===== config.mk =====
export PLATFORM = sky130hd
export DESIGN_NAME = game_flow_controller_flat
export DESIGN_NICKNAME = d
export VERILOG_FILES = /design/src/rtl/game_flow_controller_if.sv /design/src/rtl/game_flow_controller.sv /design/src/flat_wrapper.sv
export SDC_FILE = /design/constraint.sdc
export NUM_CORES = 1
export LEC_CHECK = 0
export CORE_MARGIN = 2
export CORE_UTILIZATION = 55
export DETAILED_ROUTE_END_ITERATION = 6
export GPL_ROUTABILITY_DRIVEN = 0
export PLACE_DENSITY = 0.78
export SLEW_MARGIN = 20
export SYNTH_ARGS = -nofsm -noshare
export SYNTH_HDL_FRONTEND = slang
export SYNTH_SLANG_ARGS = --single-unit

===== constraint.sdc =====
create_clock -name clk7_159 -period 2.84 [get_ports clk7_159]
set_input_delay 0.568 -clock clk7_159 [delete_from_list [all_inputs] [get_ports clk7_159]]
set_output_delay 0.568 -clock clk7_159 [all_outputs]
set_load 0.005 [all_outputs]

===== src/rtl/game_flow_controller_if.sv =====
// Signal bundle between the Pong game flow controller and its neighbours:
// coin/start switches, video timing, ball/miss logic and the score counters.
// The master side drives the inputs; the controller sits on the slave side.
interface game_flow_controller_if;
  logic       vblank;
  logic       coin;
  logic       start;
  logic       miss;
  logic       miss_r;
  logic       stop_g;
  logic       srst;
  logic       _srst;
  logic       l;
  logic       r;
  logic       serve;
  logic       _attract;
  logic [3:0] credits;

  modport master (
    output vblank, coin, start, miss, miss_r, stop_g,
    input  srst, _srst, l, r, serve, _attract, credits
  );

  modport slave (
    input  vblank, coin, start, miss, miss_r, stop_g,
    output srst, _srst, l, r, serve, _attract, credits
  );
endinterface


===== src/rtl/game_flow_controller.sv =====
// Game flow sequencer for the Pong score datapath: credit bookkeeping,
// start handling, score clear, serve delay, miss-to-point conversion and
// end-of-game detection. All outputs are registered.
// Optional feature: define FREE_PLAY_EN to accept start without credits
// (credits then only count coins and never decrement).
module game_flow_controller #(
  parameter int SERVE_FRAMES = 60,
  parameter int OVER_FRAMES  = 180,
  parameter int SRST_CYCLES  = 4,
  parameter int CREDIT_MAX   = 9
) (
  input logic              clk7_159,
  input logic              _reset,
  game_flow_controller_if.slave bus
);

  typedef enum logic [2:0] {
    ATTRACT,
    START_RST,
    SERVE_WAIT,
    PLAY,
    POINT,
    GAME_OVER
  } state_t;

  localparam logic [7:0] SERVE_LAST = 8'(SERVE_FRAMES - 1);
  localparam logic [7:0] OVER_LAST  = 8'(OVER_FRAMES - 1);
  localparam logic [3:0] SRST_LAST  = 4'(SRST_CYCLES - 1);
  localparam logic [3:0] CRED_MAX   = 4'(CREDIT_MAX);

  state_t     state;
  logic [7:0] timer;
  logic [3:0] srst_cnt;
  logic       point_cnt;

  logic       coin_prev;
  logic       start_prev;
  logic       vblank_prev;

  logic       coin_edge;
  logic       start_edge;
  logic       frame_tick;
  logic       start_window;
  logic       accept;

  logic [3:0] credit_cnt;
  logic       clear;
  logic       clear_n;
  logic       strobe_l;
  logic       strobe_r;
  logic       serve_pulse;
  logic       game_on;

  // Credit counter saturating increment.
  function automatic logic [3:0] credit_inc(input logic [3:0] c);
    return (c >= CRED_MAX) ? CRED_MAX : c + 4'd1;
  endfunction

  // Credit counter decrement that never goes below zero.
  function automatic logic [3:0] credit_dec(input logic [3:0] c);
    return (c == 4'd0) ? 4'd0 : c - 4'd1;
  endfunction

  // Edge detection and start qualification from the current inputs.
  always_comb begin
    coin_edge    = bus.coin & ~coin_prev;
    start_edge   = bus.start & ~start_prev;
    frame_tick   = bus.vblank & ~vblank_prev;
    start_window = (state == ATTRACT) || (state == GAME_OVER);
`ifdef FREE_PLAY_EN
    accept       = start_edge & start_window;
`else
    accept       = start_edge & start_window & (credit_cnt != 4'd0);
`endif
  end

  // Previous-cycle copies of the level inputs for edge detection.
  always_ff @(posedge clk7_159) begin
    if (!_reset) begin
      coin_prev   <= 1'b0;
      start_prev  <= 1'b0;
      vblank_prev <= 1'b0;
    end else begin
      coin_prev   <= bus.coin;
      start_prev  <= bus.start;
      vblank_prev <= bus.vblank;
    end
  end

  // Credit bookkeeping: coins add, accepted starts spend.
  always_ff @(posedge clk7_159) begin
    if (!_reset) begin
      credit_cnt <= 4'd0;
    end else begin
`ifdef FREE_PLAY_EN
      if (coin_edge) begin
        credit_cnt <= credit_inc(credit_cnt);
      end
`else
      // A coin and a spend in the same cycle cancel out.
      case ({coin_edge, accept})
        2'b10:   credit_cnt <= credit_inc(credit_cnt);
        2'b01:   credit_cnt <= credit_dec(credit_cnt);
        default: credit_cnt <= credit_cnt;
      endcase
`endif
    end
  end

  // Game state machine with registered score-clear, strobe and mode outputs.
  always_ff @(posedge clk7_159) begin
    if (!_reset) begin
      state       <= ATTRACT;
      timer       <= 8'd0;
      srst_cnt    <= 4'd0;
      point_cnt   <= 1'b0;
      clear       <= 1'b0;
      clear_n     <= 1'b1;
      strobe_l    <= 1'b0;
      strobe_r    <= 1'b0;
      serve_pulse <= 1'b0;
      game_on     <= 1'b0;
    end else begin
      // Strobes are single-cycle unless re-armed below.
      strobe_l    <= 1'b0;
      strobe_r    <= 1'b0;
      serve_pulse <= 1'b0;

      case (state)
        ATTRACT: begin
          if (accept) begin
            state    <= START_RST;
            srst_cnt <= 4'd0;
            clear    <= 1'b1;
            clear_n  <= 1'b0;
            game_on  <= 1'b1;
          end
        end

        START_RST: begin
          // clear was raised on entry; drop it after SRST_CYCLES clocks.
          if (srst_cnt == SRST_LAST) begin
            state   <= SERVE_WAIT;
            timer   <= 8'd0;
            clear   <= 1'b0;
            clear_n <= 1'b1;
          end else begin
            srst_cnt <= srst_cnt + 4'd1;
          end
        end

        SERVE_WAIT: begin
          // Misses are ignored here; only frame ticks advance the delay.
          if (frame_tick) begin
            if (timer == SERVE_LAST) begin
              state       <= PLAY;
              timer       <= 8'd0;
              serve_pulse <= 1'b1;
            end else begin
              timer <= timer + 8'd1;
            end
          end
        end

        PLAY: begin
          if (bus.miss) begin
            state     <= POINT;
            point_cnt <= 1'b0;
            strobe_l  <= bus.miss_r;
            strobe_r  <= ~bus.miss_r;
          end
        end

        POINT: begin
          // First clock lets the counters absorb the strobe; stop_g is
          // trusted only on the second clock.
          if (point_cnt) begin
            timer <= 8'd0;
            if (bus.stop_g) begin
              state   <= GAME_OVER;
              game_on <= 1'b0;
            end else begin
              state <= SERVE_WAIT;
            end
          end else begin
            point_cnt <= 1'b1;
          end
        end

        GAME_OVER: begin
          // Scores stay visible; a new game may start straight away.
          if (accept) begin
            state    <= START_RST;
            srst_cnt <= 4'd0;
            clear    <= 1'b1;
            clear_n  <= 1'b0;
            game_on  <= 1'b1;
          end else if (frame_tick) begin
            if (timer == OVER_LAST) begin
              state <= ATTRACT;
              timer <= 8'd0;
            end else begin
              timer <= timer + 8'd1;
            end
          end
        end

        default: begin
          state   <= ATTRACT;
          timer   <= 8'd0;
          clear   <= 1'b0;
          clear_n <= 1'b1;
          game_on <= 1'b0;
        end
      endcase
    end
  end

  assign bus.srst     = clear;
  assign bus._srst    = clear_n;
  assign bus.l        = strobe_l;
  assign bus.r        = strobe_r;
  assign bus.serve    = serve_pulse;
  assign bus._attract = game_on;
  assign bus.credits  = credit_cnt;

endmodule


===== src/flat_wrapper.sv =====
// flat-port wrapper written by rule: the top's interface ports become plain ports
module game_flow_controller_flat 
#(
  parameter int SERVE_FRAMES = 60,
  parameter int OVER_FRAMES  = 180,
  parameter int SRST_CYCLES  = 4,
  parameter int CREDIT_MAX   = 9
)
  (clk7_159, _reset, bus_vblank, bus_coin, bus_start, bus_miss, bus_miss_r, bus_stop_g, bus_srst, bus__srst, bus_l, bus_r, bus_serve, bus__attract, bus_credits);
  game_flow_controller_if bus_i ();
  input logic clk7_159;
  input logic _reset;
  input wire logic [$bits(bus_i.vblank)-1:0] bus_vblank;
  input wire logic [$bits(bus_i.coin)-1:0] bus_coin;
  input wire logic [$bits(bus_i.start)-1:0] bus_start;
  input wire logic [$bits(bus_i.miss)-1:0] bus_miss;
  input wire logic [$bits(bus_i.miss_r)-1:0] bus_miss_r;
  input wire logic [$bits(bus_i.stop_g)-1:0] bus_stop_g;
  output wire logic [$bits(bus_i.srst)-1:0] bus_srst;
  output wire logic [$bits(bus_i._srst)-1:0] bus__srst;
  output wire logic [$bits(bus_i.l)-1:0] bus_l;
  output wire logic [$bits(bus_i.r)-1:0] bus_r;
  output wire logic [$bits(bus_i.serve)-1:0] bus_serve;
  output wire logic [$bits(bus_i._attract)-1:0] bus__attract;
  output wire logic [$bits(bus_i.credits)-1:0] bus_credits;
  assign bus_i.vblank = bus_vblank;
  assign bus_i.coin = bus_coin;
  assign bus_i.start = bus_start;
  assign bus_i.miss = bus_miss;
  assign bus_i.miss_r = bus_miss_r;
  assign bus_i.stop_g = bus_stop_g;
  assign bus_srst = bus_i.srst;
  assign bus__srst = bus_i._srst;
  assign bus_l = bus_i.l;
  assign bus_r = bus_i.r;
  assign bus_serve = bus_i.serve;
  assign bus__attract = bus_i._attract;
  assign bus_credits = bus_i.credits;
  game_flow_controller #(.SERVE_FRAMES(SERVE_FRAMES), .OVER_FRAMES(OVER_FRAMES), .SRST_CYCLES(SRST_CYCLES), .CREDIT_MAX(CREDIT_MAX)) u_core (.clk7_159(clk7_159), ._reset(_reset), .bus(bus_i));
endmodule

# Word-level counts from Yosys, hierarchy flattened
# Index checks and enable logic that the tools add are counted.
[word_totals] register_bits=29 in_bits=8 out_inout_bits=10 wordCells=110
[op_classes] addsub=4 order_cmp=1 eq_ne=23 muxes=37 n_bitwise=12 reduce_logical=19
[op_table] op="$mux 8" n=7
[op_table] op="$pmux 8 s5" n=1
[op_table] op="$mux 3" n=10
[op_table] op="$pmux 3 s6" n=1
[op_table] op="$mux 4" n=4
[op_table] op="$pmux 4 s2" n=2
[op_table] op="$ne 2x1->1 const B" n=7
[op_table] op="$reduce_and 3->1" n=4
[op_table] op="$pmux 1 s3" n=3
[op_table] op="$add 4x1->4 const B" n=2
[op_table] op="$add 8x1->8 const B" n=1
[op_table] op="$eq 8x6->1 const B" n=1
[op_table] op="$eq 8x8->1 const B" n=1
[op_table] op="$mux 1" n=8
[op_table] op="$ne 2x2->1 const B" n=4
[op_table] op="$reduce_and 8->1" n=1
[op_table] op="$not 1->1" n=7
[op_table] op="$eq 3x2->1 const B" n=2
[op_table] op="$eq 3x3->1 const B" n=2
[op_table] op="$reduce_and 6->1" n=1
[op_table] op="$reduce_bool 2->1" n=3
[op_table] op="$reduce_or 3->1" n=2
[op_table] op="$and 1x1->1" n=5
[op_table] op="$eq 4x2->1 const B" n=1
[op_table] op="15 further kinds" n=16

# Depth between registers and ports, before layout
[logic_depth] word_depth=6 ltp_mapped=13 mapped_depth_nobuf=12

# Worst setup path after synthesis
# No wires, ideal clock.
[synth_timing] kind="reg-to-reg" startpoint="register u_core.credit_cnt[0] (netlist: u_core.bus.credits[0])" endpoint="register u_core.credit_cnt[2] (netlist: u_core.bus.credits[2])" setup_ps=116 t_arrival_ps=2337 t_required_ps=2724 slack_ps=388 stages_incl_launch_ff=14 path_buffers=1 synth_period_minus_slack_ps=2452 path_cell_list="dfxtp_1 inv_1 ha_1 or3b_4 nand3_1 or3_1 buf_2 inv_1 ha_1 inv_1 o211a_1 mux2i_1 a21oi_1 nor2_1"
[synth_between] elab_chain_len=4 elab_cells_between_ends=12 cone_classes="2 x add/sub; 1 x order compare; 2 x eq/ne; 3 x mux; 1 x bitwise; 3 x reduce/logical"
[synth_rtl] element="start, declared" line="game_flow_controller.sv:46" rtl="logic [3:0] credit_cnt;"
[synth_rtl] element="start signal, assigned" line="game_flow_controller.sv:102" rtl="2'b10: credit_cnt <= credit_inc(credit_cnt);"
[synth_rtl] element="start signal, assigned" line="game_flow_controller.sv:103" rtl="2'b01: credit_cnt <= credit_dec(credit_cnt);"
[synth_rtl] element="start signal, assigned" line="game_flow_controller.sv:104" rtl="default: credit_cnt <= credit_cnt;"
[synth_rtl] element="parallel branches: the longest is 4 deep, another holds $sub 4x1->4"
# Several ways; the timed one is not identified.
# A chain may end at the register's enable or synchronous reset.

# Worst setup path in the final report
# Ends and elaborated chain as after synthesis.

==> results.yml <==
cts:
  post_cts_buffers: 0
  h-tree-depth: 2
  clockBufferDepth: 2
  cts_sinks: 29
  tritoncts: "built"
  ctsResizeCount: 0
  root_buffer: "clkbuf_4"
  cts_buffers: 5
  cts_hold_buffers: 0
  cts.clk_slew.worst_paths_ns: 0.09
  clk_latency_ns: 0.32
synthesis:
  synth-seq-cells: 29
  netlist_area_um2: 1678
  syn_nets: 219
  synth_area_leaders: "dfxtp_1, a21oi_1, ha_1"
  synth.avg_cell_area_um2: 8.225
  synth_ff_type: "dfxtp_1"
  ys_seq_area_frac: 0.3460
  synthArstFlopShare: 0
  synth_top_area_share: 0.3460
  synth_edf_count: 0
  ys_types: 46
  netlist_instances: 204
  yosysTopAreaCell: "dfxtp_1"
  ys_warn_count: 0
timing:
  period_needed_ns: 2.615
  finalCritPeriodShare: 0.9209
  fmax_mhz: 382.4
  finalMaxSlewViolations: 0
  finalWorstSetupSlack_ns: 0.2248
  tns_ns: 0
  skew_ns: 0.009374
  whs_ns: 0.4561
  rsz0062_at_grt: "no"
  finalHoldViolCount: 0
  tightest_slew_ns: 0.5982
  slew_headroom: 0.5985
  finalSetupViolCount: 0
die:
  die_h_um: 59.23
  dieArea_um2: 3508
  ioPinCount: 18
  core_area_um2: 2978
  fp-row-count: 20
  die_w_um: 59.23
  initial_core_util: 0.5634
routing:
  initialDrtViolationCount: 87
  wl_per_cell_um: 14.27
  drc: 0
  drt_pass1_iterations: 4
  vias: 1538
  vias_per_cell: 6.008
  antenna_left: 0
  drt-total-wl_mm: 3.654
layout:
  seq_area_um2: 580.6
  fill_cells: 232
  area_growth_pct: 14.54
  final_common_cell: "dfxtp_1"
  finalInstanceArea_um2: 1922
  drive_above_1_share: 0.08520
  fin_cells: 256
  multi_input_area_um2: 1015
  final_cell_mix: "dfxtp_1, a21oi_1, nand2_1, clkdlybuf4s50_1, nor2_1"
  antenna_cells: 0
  final_nets: 237
setup_path:
  crit_type: "reg -> reg"
  cp_max_fo: 8
  required_ns: 3.09
  cp.arrival_ns: 2.87
  rr_startpoint: "u_core.bus.credits[0]$_SDFFE_PN0P_"
  end_kind: "flip-flop"
  startpoint_type: "flip-flop"
  r2r_slack_ns: 0.22
  reg2reg_depth: 12
  reg2reg_to: "u_core.bus.credits[2]$_SDFFE_PN0P_"
run:
  maxCapViolations: 0
grt:
  grt_pass1_vias: 1393
  grt_overflow_total: 0
  grt_max_degree: 21
  grt_pass1_wl_mm: 5.871
  grt_antenna_before_repair: 0
  grt_usage: 0.2188
worst_hold_path:
  hold_path.class: "reg -> reg"
  min_delay_path_depth: 2
  hold_end: "u_core.bus.srst$_SDFFE_PN0P_"
  min_from: "u_core.bus.srst$_SDFFE_PN0P_"
place:
  place_ws_ns: 0.2581
  dpl.cell_count: 248
  io_buffers: 17
  dpl_cell_area_um2: 1871
  place_hpwl_mm: 2.594
power:
  ir_drop_mv: 0.4413
  leakage_uw: 0.0007394
  p_per_area_nw_per_um2: 590.5
status:
  status: "completed"
==> per-layer routing <==
layer,part of all wire,global-route usage,vias to the layer above,wire length [µm]
met5,0,0,-,0
met3,0.028,0.03930,6,104
met2,0.50,0.3783,29,1814
met1,0.46,0.2632,729,1681
met4,0.015,0.09416,0,54
li1,-,-,774,-
==> power by group <==
part	leakage [µW]	switching, µW	internal [µW]
Sequential	0.000236	48.4	445
Combinational	0.000472	210	195
Clock	0.0000320	142	94.2
==> cell type report <==
class	count	share of cell area
clock buffers	6	0.02148
clock inverters	2	0.005208
inverters	9	0.01758
multi-input cells	156	0.5280
flip-flops and latches	29	0.3021
well taps	33	0.02148
repair buffers	21	0.1042
==> sequential cells by signal, indices dropped and copies added, names as in the netlist <==
signal / count
u_core.bus._attract: 1
u_core.bus._srst: 1
u_core.bus.credits: 4
u_core.bus.l: 1
u_core.bus.r: 1
u_core.bus.serve: 1
u_core.bus.srst: 1
u_core.coin_prev: 1
u_core.point_cnt: 1
u_core.srst_cnt: 4
u_core.start_prev: 1
u_core.state: 3
u_core.timer: 8
u_core.vblank_prev: 1
==> cell families (layout without fill, tap and decap cells) <==
kind of cell	Yosys count	after routing	share of synthesized area
AOI/OAI and AO/OA	55	55	0.2267
xor gates and xnor gates	3	3	0.01566
adders and majority gates	7	7	0.05220
buffers and inverters	19	38	0.04921
DFF	29	29	0.3460
muxes	2	2	0.01193
and+or+nand+nor	89	89	0.2983
==> synth_stat cells (4+ instances only) <==
cell / n
and3_1: 5
clkbuf_1: 6
inv_1: 9
nand2b_1: 11
ha_1: 7
a21oi_1: 18
nand3_1: 13
nand2_1: 17
nor2_1: 14
o21ai_0: 8
dfxtp_1: 29
o22ai_1: 4
nand3b_1: 6
==> per-stage QoR <==
step / utilization / power [µW]
final: 0.6454 / 1135
after global routing: 0.6454 / 1202
after CTS: 0.6454 / 1139
after detailed placement: 0.6282 / 897.0
after global placement: 0.6282 / 877.7
after floorplan: - / 774.1
==> worst max-delay path, cell delays in order, from the launching register on <==
cell and delay, ns:
dfxtp_1 0.47, inv_1 0.10, ha_1 0.23, or3b_4 0.27, nand3_1 0.12, or3_1 0.34
inv_1 0.07, ha_1 0.27, inv_1 0.12, o211a_1 0.26, mux2i_1 0.14, a21oi_1 0.08
nor2_1 0.09
==> worst max path at each step <==
stage                                  startpoint                                 end  slack [ns]  depth (start not counted)
2_1_floorplan  u_core.bus.credits[0]$_SDFFE_PN0P_  u_core.bus.credits[2]$_SDFFE_PN0P_        0.39                         13
3_3_place_gp                            bus_start  u_core.bus.credits[2]$_SDFFE_PN0P_        0.37                         10
3_5_place_dp                            bus_start  u_core.bus.credits[2]$_SDFFE_PN0P_        0.26                         10
4_1_cts        u_core.bus.credits[0]$_SDFFE_PN0P_  u_core.bus.credits[2]$_SDFFE_PN0P_        0.26                         12
5_1_grt        u_core.bus.credits[0]$_SDFFE_PN0P_  u_core.bus.credits[2]$_SDFFE_PN0P_        0.11                         12
6_report       u_core.bus.credits[0]$_SDFFE_PN0P_  u_core.bus.credits[2]$_SDFFE_PN0P_        0.22                         12
No activity file was read; power rests on OpenSTA's default activity.
